<file path="src/rtl/count_sup_limit_pkg.sv">
// Shared types and constants for the supremum-bounded count controller.
// Command opcodes, FSM state encoding and the all-ones reset limit.
package count_sup_limit_pkg;

  typedef enum logic [1:0] {
    ST_IDLE   = 2'd0,
    ST_RUN    = 2'd1,
    ST_PAUSED = 2'd2,
    ST_HOLD   = 2'd3
  } state_t;

  localparam logic [1:0] OP_SET_LIMIT = 2'd0;
  localparam logic [1:0] OP_START     = 2'd1;
  localparam logic [1:0] OP_PAUSE     = 2'd2;
  localparam logic [1:0] OP_STOP      = 2'd3;

  // Sliced to WIDTH by the controller so the reset limit is always all ones.
  localparam logic [63:0] LIMIT_ALL_ONES = '1;

endpackage

</file>
<file path="src/rtl/count_sup_limit_ctrl_tick_divider.sv">
// Prescaler: counts 0..DIVIDE-1 while enabled and flags the terminal cycle.
// Holds its value when disabled; clear returns it to 0.
module tick_divider #(
  parameter int DIVIDE = 4
) (
  input  logic clock,
  input  logic reset,
  input  logic enable,
  input  logic clear,
  output logic tick
);

  localparam int CW = (DIVIDE > 1) ? $clog2(DIVIDE) : 1;
  localparam logic [CW-1:0] LAST = CW'(DIVIDE - 1);

  logic [CW-1:0] cnt;

  assign tick = enable && (cnt == LAST);

  always_ff @(posedge clock or posedge reset) begin
    if (reset) begin
      cnt <= '0;
    end else if (clear || tick) begin
      cnt <= '0;
    end else if (enable) begin
      cnt <= cnt + 1'b1;
    end
  end

endmodule

</file>
<file path="src/rtl/count_sup_limit_ctrl.sv">
// Command-driven up-counter bounded by a programmable limit, shown on leds.
// Handshake: a command is taken when cmd_valid && cmd_ready at a rising edge; cmd_ready then drops for one commit cycle.
module count_sup_limit_ctrl
  import count_sup_limit_pkg::*;
#(
  parameter int WIDTH  = 8,
  parameter int DIVIDE = 4
) (
  input  logic             clock,
  input  logic             reset,
  input  logic             cmd_valid,
  output logic             cmd_ready,
  input  logic [1:0]       cmd_op,
  input  logic [WIDTH-1:0] cmd_data,
  input  logic             auto_reload,
  output logic [WIDTH-1:0] leds,
  output logic             busy,
  output logic             done,
  output state_t           fsm_state
);

  localparam logic [WIDTH-1:0] LIMIT_RESET = LIMIT_ALL_ONES[WIDTH-1:0];

  state_t           state, state_n;
  logic [WIDTH-1:0] count, count_n;
  logic [WIDTH-1:0] limit, limit_n;
  logic             done_n;
  logic             ready_q;
  logic             accept;
  logic             step;
  logic             presc_clear;

  assign accept      = cmd_valid && ready_q;
  assign presc_clear = accept && ((cmd_op == OP_START) || (cmd_op == OP_STOP));

  tick_divider #(.DIVIDE(DIVIDE)) u_tick (
    .clock  (clock),
    .reset  (reset),
    .enable (state == ST_RUN),
    .clear  (presc_clear),
    .tick   (step)
  );

  // An accepted command takes precedence; a coincident step is dropped.
  always_comb begin
    state_n = state;
    count_n = count;
    limit_n = limit;
    done_n  = 1'b0;
    if (accept) begin
      case (cmd_op)
        OP_SET_LIMIT: begin
          limit_n = cmd_data;
          if (cmd_data < count) count_n = '0;
        end
        OP_START: begin
          count_n = '0;
          state_n = ST_RUN;
        end
        OP_STOP: begin
          count_n = '0;
          state_n = ST_IDLE;
        end
        default: begin
          if (state == ST_RUN)         state_n = ST_PAUSED;
          else if (state == ST_PAUSED) state_n = ST_RUN;
        end
      endcase
    end else if (step) begin
      if (count == limit) begin
        done_n = 1'b1;
        if (auto_reload) count_n = '0;
        else             state_n = ST_HOLD;
      end else begin
        count_n = count + 1'b1;
      end
    end
  end

  always_ff @(posedge clock or posedge reset) begin
    if (reset) begin
      state   <= ST_IDLE;
      count   <= '0;
      limit   <= LIMIT_RESET;
      done    <= 1'b0;
      ready_q <= 1'b1;
    end else begin
      state   <= state_n;
      count   <= count_n;
      limit   <= limit_n;
      done    <= done_n;
      ready_q <= !accept;
    end
  end

  assign cmd_ready = ready_q;
  assign leds      = count;
  assign busy      = (state == ST_RUN) || (state == ST_PAUSED);
  assign fsm_state = state;

endmodule

</file>
<file path="config.mk">
export PLATFORM = sky130hd
export DESIGN_NAME = count_sup_limit_ctrl
export DESIGN_NICKNAME = d
export VERILOG_FILES = /design/src/rtl/count_sup_limit_pkg.sv /design/src/rtl/count_sup_limit_ctrl_tick_divider.sv /design/src/rtl/count_sup_limit_ctrl.sv
export SDC_FILE = /design/constraint.sdc
export NUM_CORES = 1
export LEC_CHECK = 0
export CAP_MARGIN = 5
export CORE_ASPECT_RATIO = 0.5
export CORE_MARGIN = 2
export CORE_UTILIZATION = 47
export CTS_CLUSTER_SIZE = 28
export DETAILED_ROUTE_END_ITERATION = 8
export PLACE_DENSITY = 0.76
export SLEW_MARGIN = 20
export SYNTH_ARGS = -nofsm -noshare
export SYNTH_HDL_FRONTEND = slang
export SYNTH_SLANG_ARGS = --single-unit
export TNS_END_PERCENT = 30
</file>
<file path="constraint.sdc">
create_clock -name clock -period 1.8 [get_ports clock]
set_input_delay 0.27 -clock clock [delete_from_list [all_inputs] [get_ports clock]]
set_output_delay 0.27 -clock clock [all_outputs]
set_load 0.05 [all_outputs]
</file>
==> results of run 1 <==
## sequential cells by signal (all words and copies together), names as in the netlist
name,cells
u_tick.cnt,2
cmd_ready,1
leds,8
done,1
limit,8
fsm_state,2
## placed cells by master, fill, tap and decap left out, drive strengths merged, types with 2 or more instances in the layout
master / synthesis / final
ha: 11 / 11
o21ai: 14 / 14
a2111oi: 2 / 2
o211ai: 2 / 2
dlygate4sd2: 0 / 3
and2: 2 / 2
clkbuf: 0 / 4
nand4: 2 / 2
dfstp: 9 / 9
a21oi: 7 / 7
a31oi: 2 / 2
mux2: 8 / 8
o22a: 2 / 2
dfrtp: 13 / 13
nand3: 5 / 5
inv: 14 / 14
buf: 4 / 44
nor4: 3 / 3
nor3: 4 / 4
nand2: 4 / 4
nor2: 5 / 5
nor3b: 4 / 4
clkdlybuf4s50: 0 / 11
xor2: 8 / 8
## worst paths after layout
path	depth (start not counted)	from	end	slack, ps
min reg2reg	2	u_tick.cnt[1]$_DFFE_PP0P_	u_tick.cnt[1]$_DFFE_PP0P_	570
min in group clock	2	cmd_data[5]	limit[5]$_DFFE_PP1P_	410
max	8	cmd_data[2]	leds[7]$_DFFE_PP0P_	-70
min	3	reset	done$_DFF_PP0_	340
max in group asynchronous	3	reset	limit[0]$_DFFE_PP1P_	1170
max reg2reg	8	leds[3]$_DFFE_PP0P_	leds[7]$_DFFE_PP0P_	-50
## report_power, final
part,internal [mW],total [mW],switching (mW)
logic,0.440,0.986,0.545
clock network,0.195,0.358,0.163
registers,0.630,0.709,0.0794
## Yosys cell counts (5+ instances only)
master    n
ha_1     11
xor2_1    7
mux2_2    8
o21ai_0   9
a21oi_1   6
nand3_1   5
nor2_1    5
o21ai_2   5
inv_1    13
dfstp_2   9
dfrtp_1  13
## layout make-up
type,instances,area (sq um)
inverter,14,55.1
sequential,22,572
timing repair buffer,58,495
tap,40,50.0
fill,234,925
multi-input combinational,95,826
clock buffer,4,55.1
## critical path, cell delays in order
cell and delay, ps:
clkdlybuf4s50_1 430, ha_1 300, o21a_1 120, nor2_1 40, or4b_1 460, and4_4 170, buf_12 140, o211ai_2 120
## layer usage
layer | GRT usage [%] | up-vias
li1 | - | 603
met1 | 29.3 | 578
met2 | 35.2 | 21
met3 | 5.32 | 2
met4 | 3.61 | 0
met5 | 0 | -
## per-stage QoR
stage | TNS, ps | std cells | cell area [sq um] | setup WS, ps
floorplan | -1910 | 135 | 1460 | -231
global placement | -2880 | 228 | 1960 | -347
detailed placement | -3440 | 228 | 1960 | -402
CTS | -313 | 232 | 2040 | -48.4
global route | -935 | 233 | 2050 | -130
finish | -421 | 233 | 2050 | -67.9
## what timing repair did
item,CTS,global route
setup endpoints to repair,10,10
gates resized for setup,9,2
pin swaps,2,2
setup buffers,0,1
## cells by family after synthesis
logic type | Yosys count | share of synthesized area (%)
xor gates and xnor gates | 8 | 5.35
muxes | 9 | 7.77
buffers and inverters | 18 | 6.47
AOI/OAI and AO/OA | 33 | 17.1
and+or+nand+nor | 34 | 15.1
DFF | 22 | 38.7
adders and majority gates | 11 | 9.49
==> reports/metrics.yaml, run 1 <==
status:
  outcome: "complete, but fails checks"
  violations: "negative setup slack"
global_routing:
  grt_first_pass_wirelength_mm: 5.60
  gr-total-overflow: 0
  antenna_found_initial: 0
  first_global_vias: 1211
  grtUsageTotal_pct: 21.5
  grt_max_degree: 23
sta:
  max_freq_ghz: 0.535
  fin_skew_ps: 3.25
  relSlewSlack_pct: 67.3
  holdWs_ps: 344
  drv_slew: 0
  post-route-min-period_ps: 1870
  rsz0062_at_grt: "true"
  finalCritPeriodShare_pct: 104
  setup_slack_ps: -67.9
  hold_viol_final: 0
  setup_violations: 8
  tightest_slew_ps: 489
worst_setup_path:
  crit_fanout: 7
  critPathCaptureType: "flip-flop"
  worstSetupStartpointType: "input port"
  crit_type: "input port to flip-flop"
  worstPathRequired_ps: 1990
  arrival_ps: 2060
logic_synthesis:
  syn_area_sq_um: 1450
  ys_seq_area_share_pct: 38.7
  ys_warn_count: 0
  synth_edf_count: 0
  yosys.area.top_type: "dfrtp_1"
  synth_area_leaders: "dfrtp_1, dfstp_2, ha_1"
  synth_top_cell_area_share_pct: 22.4
  synth_seq_cells: 22
  async_flop_share_pct: 100
  synth_cell_type_count: 42
  synth_top_flop_cell: "dfrtp_1"
  avgSynthCellArea_sq_um: 10.7
  synthCells: 135
  synthesis.nets: 160
routing:
  met1_length_mm: 1.69
  wl_met2_mm: 1.52
  drt_iter0_drc: 30
  vias_per_cell: 5.17
  drc_errors: 0
  wire_per_inst_microns: 14.3
  ant_nets: 0
  routed_wl_mm: 3.34
  top_layer_used: "met4"
  vias: 1204
  wl_met3_microns: 113
  drt_first_pass_iters: 4
power:
  p_leak_nw: 0.894
  peakVddDrop_uv: 647
  power_mw: 2.05
  p_per_area_nw_per_um2: 1000
die:
  num_rows: 14
  die_w_microns: 82.6
  coreArea_sq_um: 2980
  io_pins: 27
  dieArea_sq_um: 3570
  die_h_microns: 43.3
  initial_core_util_pct: 48.7
clock_tree:
  clock_latency_ps: 260
  path_clk_slew_ps: 80
  cts_max_level: 1
  clockBufferDepth: 2
  cts_sinks: 22
  cts_buffers: 3
  cts_hold_buf: 0
  clockRootBuffer: "clkbuf_8"
  cts_tree: "built"
finish:
  n_antenna_cell: 0
  layout-drive-gt1-share_pct: 49.2
  nets: 219
  area_growth_pct: 41.6
  finish.utilization_pct: 68.9
placed_design:
  io_buffer_count: 26
  hpwl_mm: 2.58
  gp_congestion: 0.853
min_path:
  min_path_type: "input port to asynchronous set/reset pin"
run:
  drv_cap: 0
No activity file was read; power rests on OpenSTA's default activity.
==> inputs of run 2 (changes only) <==
--- a/config.mk
+++ b/config.mk
@@ -7,10 +7,10 @@
 export LEC_CHECK = 0
 export CAP_MARGIN = 5
 export CORE_ASPECT_RATIO = 0.5
-export CORE_MARGIN = 2
 export CORE_UTILIZATION = 47
 export CTS_CLUSTER_SIZE = 28
 export DETAILED_ROUTE_END_ITERATION = 8
+export MAX_ROUTING_LAYER = met4
 export PLACE_DENSITY = 0.76
 export SLEW_MARGIN = 20
 export SYNTH_ARGS = -nofsm -noshare
==> reports/metrics.yaml, run 2 (synthesized netlist as in run 1, its figures left out) <==
min_path:
  min_path_type: "input port to asynchronous set/reset pin"
sta:
  fin_skew_ps: 4.70
  setup_violations: 8
  tightest_slew_ps: 488
  relSlewSlack_pct: 67.4
  max_freq_ghz: 0.515
  fin_tns_setup_ps: -865
  drv_slew: 0
  rsz0062_at_grt: "true"
  post-route-min-period_ps: 1940
  finalCritPeriodShare_pct: 108
  setup_slack_ps: -141
  hold_viol_final: 0
worst_setup_path:
  crit_path_max_incr_delay_ps: 460
  r2r_start: "leds[2]$_DFFE_PP0P_"
  worstRegToRegCells: 8
  critPathCaptureType: "flip-flop"
  path_cells: "inv_1, ha_1, o21a_1, nor2_1, or4b_1, and4_4, buf_12, o21ai_4"
  worstSetupStartpointType: "flip-flop"
  crit_type: "flip-flop to flip-flop"
  crit_fanout: 7
  worstPathRequired_ps: 2000
  reg2reg_to: "leds[4]$_DFFE_PP0P_"
  arrival_ps: 2140
  r2r_setup_slack_ps: -140
  slowest_stage: "or4b_1"
routing:
  vias: 1330
  ant_nets: 0
  routed_wl_mm: 4.12
  drt_first_pass_iters: 4
  drc_errors: 0
  wire_per_inst_microns: 17.2
  vias_per_cell: 5.56
  drt_iter0_drc: 53
placed_design:
  gp_congestion: 0.823
  dpl_cell_area_sq_um: 1980
  dp_slack_ps: -406
  io_buffer_count: 26
  hpwl_mm: 2.95
global_routing:
  grt.busiest_layer: "met2"
  antenna_found_initial: 0
  grt_max_degree: 23
  grt_first_pass_wirelength_mm: 5.91
  first_global_vias: 1197
  use_met2_pct: 47.0
  gr-usage-met1_pct: 32.3
  grtUsageTotal_pct: 26.9
  gr-usage-met3_pct: 6.00
  gr-total-overflow: 0
clock_tree:
  clock_latency_ps: 270
  clockBufferDepth: 2
  cts_sinks: 22
  cts_buffers: 3
  cts_max_level: 1
  cts_hold_buf: 0
  path_clk_slew_ps: 80
  clockRootBuffer: "clkbuf_8"
  cts_tree: "built"
die:
  die_h_microns: 41.3
  io_pins: 27
  num_rows: 13
  coreArea_sq_um: 2750
  initial_core_util_pct: 52.8
  die_w_microns: 80.6
  dieArea_sq_um: 3320
status:
  outcome: "complete, but fails checks"
  violations: "negative setup slack"
finish:
  mostFrequentLayoutCells: "buf_4, inv_1, clkdlybuf4s50_1"
  num-fill-cells: 180
  final_common_cell: "buf_4"
  nets: 228
  n_antenna_cell: 0
  fin_area_sq_um: 2140
  layout-drive-gt1-share_pct: 51.5
  area_growth_pct: 47.5
  finish.utilization_pct: 77.8
power:
  p_per_area_nw_per_um2: 991
  p_leak_nw: 0.943
  peakVddDrop_uv: 814
run:
  drv_cap: 0
## run 2: worst max-delay path by stage
stage | from | endpoint | slack [ps] | cells past startpoint
after global routing | leds[2]$_DFFE_PP0P_ | leds[4]$_DFFE_PP0P_ | -200 | 8
after floorplan | cmd_ready$_DFF_PP1_ | leds[7]$_DFFE_PP0P_ | -230 | 8
after detailed placement | cmd_data[1] | leds[7]$_DFFE_PP0P_ | -410 | 7
after global placement | cmd_data[1] | leds[7]$_DFFE_PP0P_ | -350 | 7
after CTS | leds[3]$_DFFE_PP0P_ | leds[4]$_DFFE_PP0P_ | -70 | 8
final | leds[2]$_DFFE_PP0P_ | leds[4]$_DFFE_PP0P_ | -140 | 8
## run 2: per-stage QoR
step | total power [mW] | cells | hold WS, ps
finish | 2.12 | 239 | 331
global route | 2.23 | 239 | 377
CTS | 2.08 | 234 | 339
detailed placement | 1.70 | 228 | 542
global placement | 1.67 | 228 | 538
floorplan | 1.31 | 135 | 252
## run 2: layout make-up
type	instances	area, sq um	share of cell area (%)
Sequential cell	22	571	26.7
Timing Repair Buffer	67	563	26.3
Clock buffer	4	55.1	2.57
Tap cell	37	46.3	2.16
Inverter	14	55.1	2.57
Multi-Input combinational cell	95	850	39.7
## run 2: power breakdown
part | leakage (nW) | total [mW] | internal [mW] | switching (mW)
Combinational | 0.659 | 1.03 | 0.456 | 0.579
Sequential | 0.255 | 0.718 | 0.630 | 0.0875
Clock | 0.0288 | 0.367 | 0.196 | 0.171
## run 2: timing repair
item	4_1_cts	5_1_grt
gates cloned	0	0
buffers inserted	2	5
setup endpoints to repair	10	10
resized for setup	8	5
pin swaps	3	4
## run 2: critical path: cells and delay by family (launching register included)
kind | cells | cell delay [ps]
simple gates | 3 | 690
flops | 1 | 390
fa+ha+maj | 1 | 310
compound gates | 2 | 270
buf+inv | 2 | 200
## run 2: per-layer routing
| metal | share of wire, % | vias to the layer above |
|---|---|---|
| met5 | 0 | - |
| met4 | 2.5 | 0 |
| li1 | - | 620 |
| met1 | 43 | 647 |
| met3 | 4.6 | 14 |
| met2 | 50 | 49 |
==> inputs of run 3 (changes only) <==
--- a/config.mk
+++ b/config.mk
@@ -6,12 +6,11 @@
 export NUM_CORES = 1
 export LEC_CHECK = 0
 export CAP_MARGIN = 5
-export CORE_ASPECT_RATIO = 0.5
-export CORE_UTILIZATION = 47
+export CORE_UTILIZATION = 56
 export CTS_CLUSTER_SIZE = 28
 export DETAILED_ROUTE_END_ITERATION = 8
 export MAX_ROUTING_LAYER = met4
-export PLACE_DENSITY = 0.76
+export PLACE_DENSITY = 0.85
 export SLEW_MARGIN = 20
 export SYNTH_ARGS = -nofsm -noshare
 export SYNTH_HDL_FRONTEND = slang
==> constraint.sdc (replaced) <==
create_clock -name clock -period 2.5 [get_ports clock]
set_input_delay 0.375 -clock clock [delete_from_list [all_inputs] [get_ports clock]]
set_output_delay 0.375 -clock clock [all_outputs]
set_load 0.05 [all_outputs]
==> reports/metrics.yaml, run 3 (synthesized netlist as in run 1, its figures left out) <==
power:
  p_per_area_nw_per_um2: 729
  p_leak_nw: 0.717
  peakVddDrop_uv: 888
worst_setup_path:
  critPathMostFrequentCell: "inv_1"
  crit_path_max_incr_delay_ps: 790
  crit_fanout: 4
  slowest_stage: "clkdlybuf4s50_1"
  path_cells: "inv_1, ha_1, inv_1, clkdlybuf4s50_1"
  arrival_ps: 1910
  cp_top_family: "buffers and inverters"
  worstPathRequired_ps: 2120
  crit_type: "flip-flop to output port"
  worstSetupStartpointType: "flip-flop"
  crit_buf_inv: 3
  critPathCaptureType: "output port"
clock_tree:
  cts_buffers: 3
  path_clk_slew_ps: 130
  cts_setup_buffers: 0
  clock_latency_ps: 320
  clockBufferDepth: 2
  cts_hold_buf: 0
  ctsResizeCount: 0
  cts_tree: "built"
  cts_sinks: 22
  clockRootBuffer: "clkbuf_4"
  cts_max_level: 1
routing:
  wire_per_inst_microns: 15.9
  vias: 1136
  ant_nets: 0
  drt_iter0_drc: 15
  drt_first_pass_iters: 6
  drc_errors: 0
  routed_wl_mm: 3.10
  vias_per_cell: 5.83
finish:
  multiInputGateArea_sq_um: 795
  n_antenna_cell: 0
  finish.utilization_pct: 71.9
  area_growth_pct: 21.7
  nets: 191
  layout-drive-gt1-share_pct: 24.2
  fin_area_sq_um: 1770
  fin_cells: 195
  seq_area_sq_um: 562
  final_common_cell: "clkdlybuf4s50_1"
  num-fill-cells: 172
  mostFrequentLayoutCells: "clkdlybuf4s50_1, inv_1, dfrtp_1"
global_routing:
  antenna_found_initial: 0
  grt_max_degree: 23
  gr-total-overflow: 0
  grtUsageTotal_pct: 24.7
  grt_first_pass_wirelength_mm: 4.81
  first_global_vias: 1052
die:
  die_w_microns: 52.9
  die_h_microns: 52.9
  io_pins: 27
  initial_core_util_pct: 59.1
  coreArea_sq_um: 2450
  dieArea_sq_um: 2800
  num_rows: 18
placed_design:
  io_buffer_count: 26
  placed_cells: 191
  dp_slack_ps: 102
  dpl_cell_area_sq_um: 1740
  gp_congestion: 0.837
  hpwl_mm: 2.35
sta:
  setup_slack_ps: 217
  setup_violations: 0
  finalCritPeriodShare_pct: 91.3
  tightest_slew_ps: 846
  relSlewSlack_pct: 43.6
  fin_skew_ps: 12.9
  fin_tns_setup_ps: 0
  max_freq_ghz: 0.438
  rsz0062_at_grt: "false"
  hold_viol_final: 0
  drv_slew: 0
  post-route-min-period_ps: 2280
status:
  outcome: "finished, final reports clean"
min_path:
  min_path_type: "input port to asynchronous set/reset pin"
run:
  drv_cap: 0
[run 3: area by class of cell]
class | instances | share of cell area, %
sequential | 22 | 31.8
clock buffer | 4 | 1.49
inverter | 14 | 3.12
timing repair buffer | 30 | 16.4
tap | 30 | 2.13
multi-input combinational | 95 | 45.0
[run 3: worst reg2reg max path, cell delays in order, from the launching register on]
cell	delay (ps)
dfrtp_1	450
inv_1	100
ha_1	270
a2111oi_0	510
or4b_1	200
and4_1	180
buf_4	200
o211ai_2	80
[run 3: final timing paths]
check	startpoint	end	slack (ps)	cells after the start
min in group clock	fsm_state[1]$_DFFE_PP0P_	fsm_state[1]$_DFFE_PP0P_	560	1
max	fsm_state[0]$_DFFE_PP0P_	busy	220	4
max in group asynchronous	reset	u_tick.cnt[0]$_DFFE_PP0P_	1450	2
min reg2reg	fsm_state[1]$_DFFE_PP0P_	fsm_state[1]$_DFFE_PP0P_	560	1
max reg2reg	leds[1]$_DFFE_PP0P_	leds[7]$_DFFE_PP0P_	380	7
min	reset	leds[0]$_DFFE_PP0P_	520	2
[run 3: through the flow]
step / power [mW] / hold slack, ps
3_3_place_gp: 1.10 / 533
2_1_floorplan: 0.939 / 358
3_5_place_dp: 1.12 / 537
4_1_cts: 1.29 / 543
6_report: 1.29 / 518
5_1_grt: 1.36 / 593
[run 3: per-layer routing]
| layer | vias to the layer above | routed length [microns] | track usage, % |
|---|---|---|---|
| li1 | 546 | - | - |
| met1 | 555 | 1360 | 29.4 |
| met2 | 29 | 1560 | 42.6 |
| met3 | 6 | 123 | 2.59 |
| met4 | 0 | 56 | 9.65 |
| met5 | - | 0 | - |
[run 3: power by group]
| part | internal (mW) | leakage [nW] | switching (mW) |
|---|---|---|---|
| Clock | 0.0624 | 0.0150 | 0.110 |
| Sequential | 0.451 | 0.265 | 0.0734 |
| Combinational | 0.235 | 0.437 | 0.356 |
| Total | 0.749 | 0.717 | 0.539 |
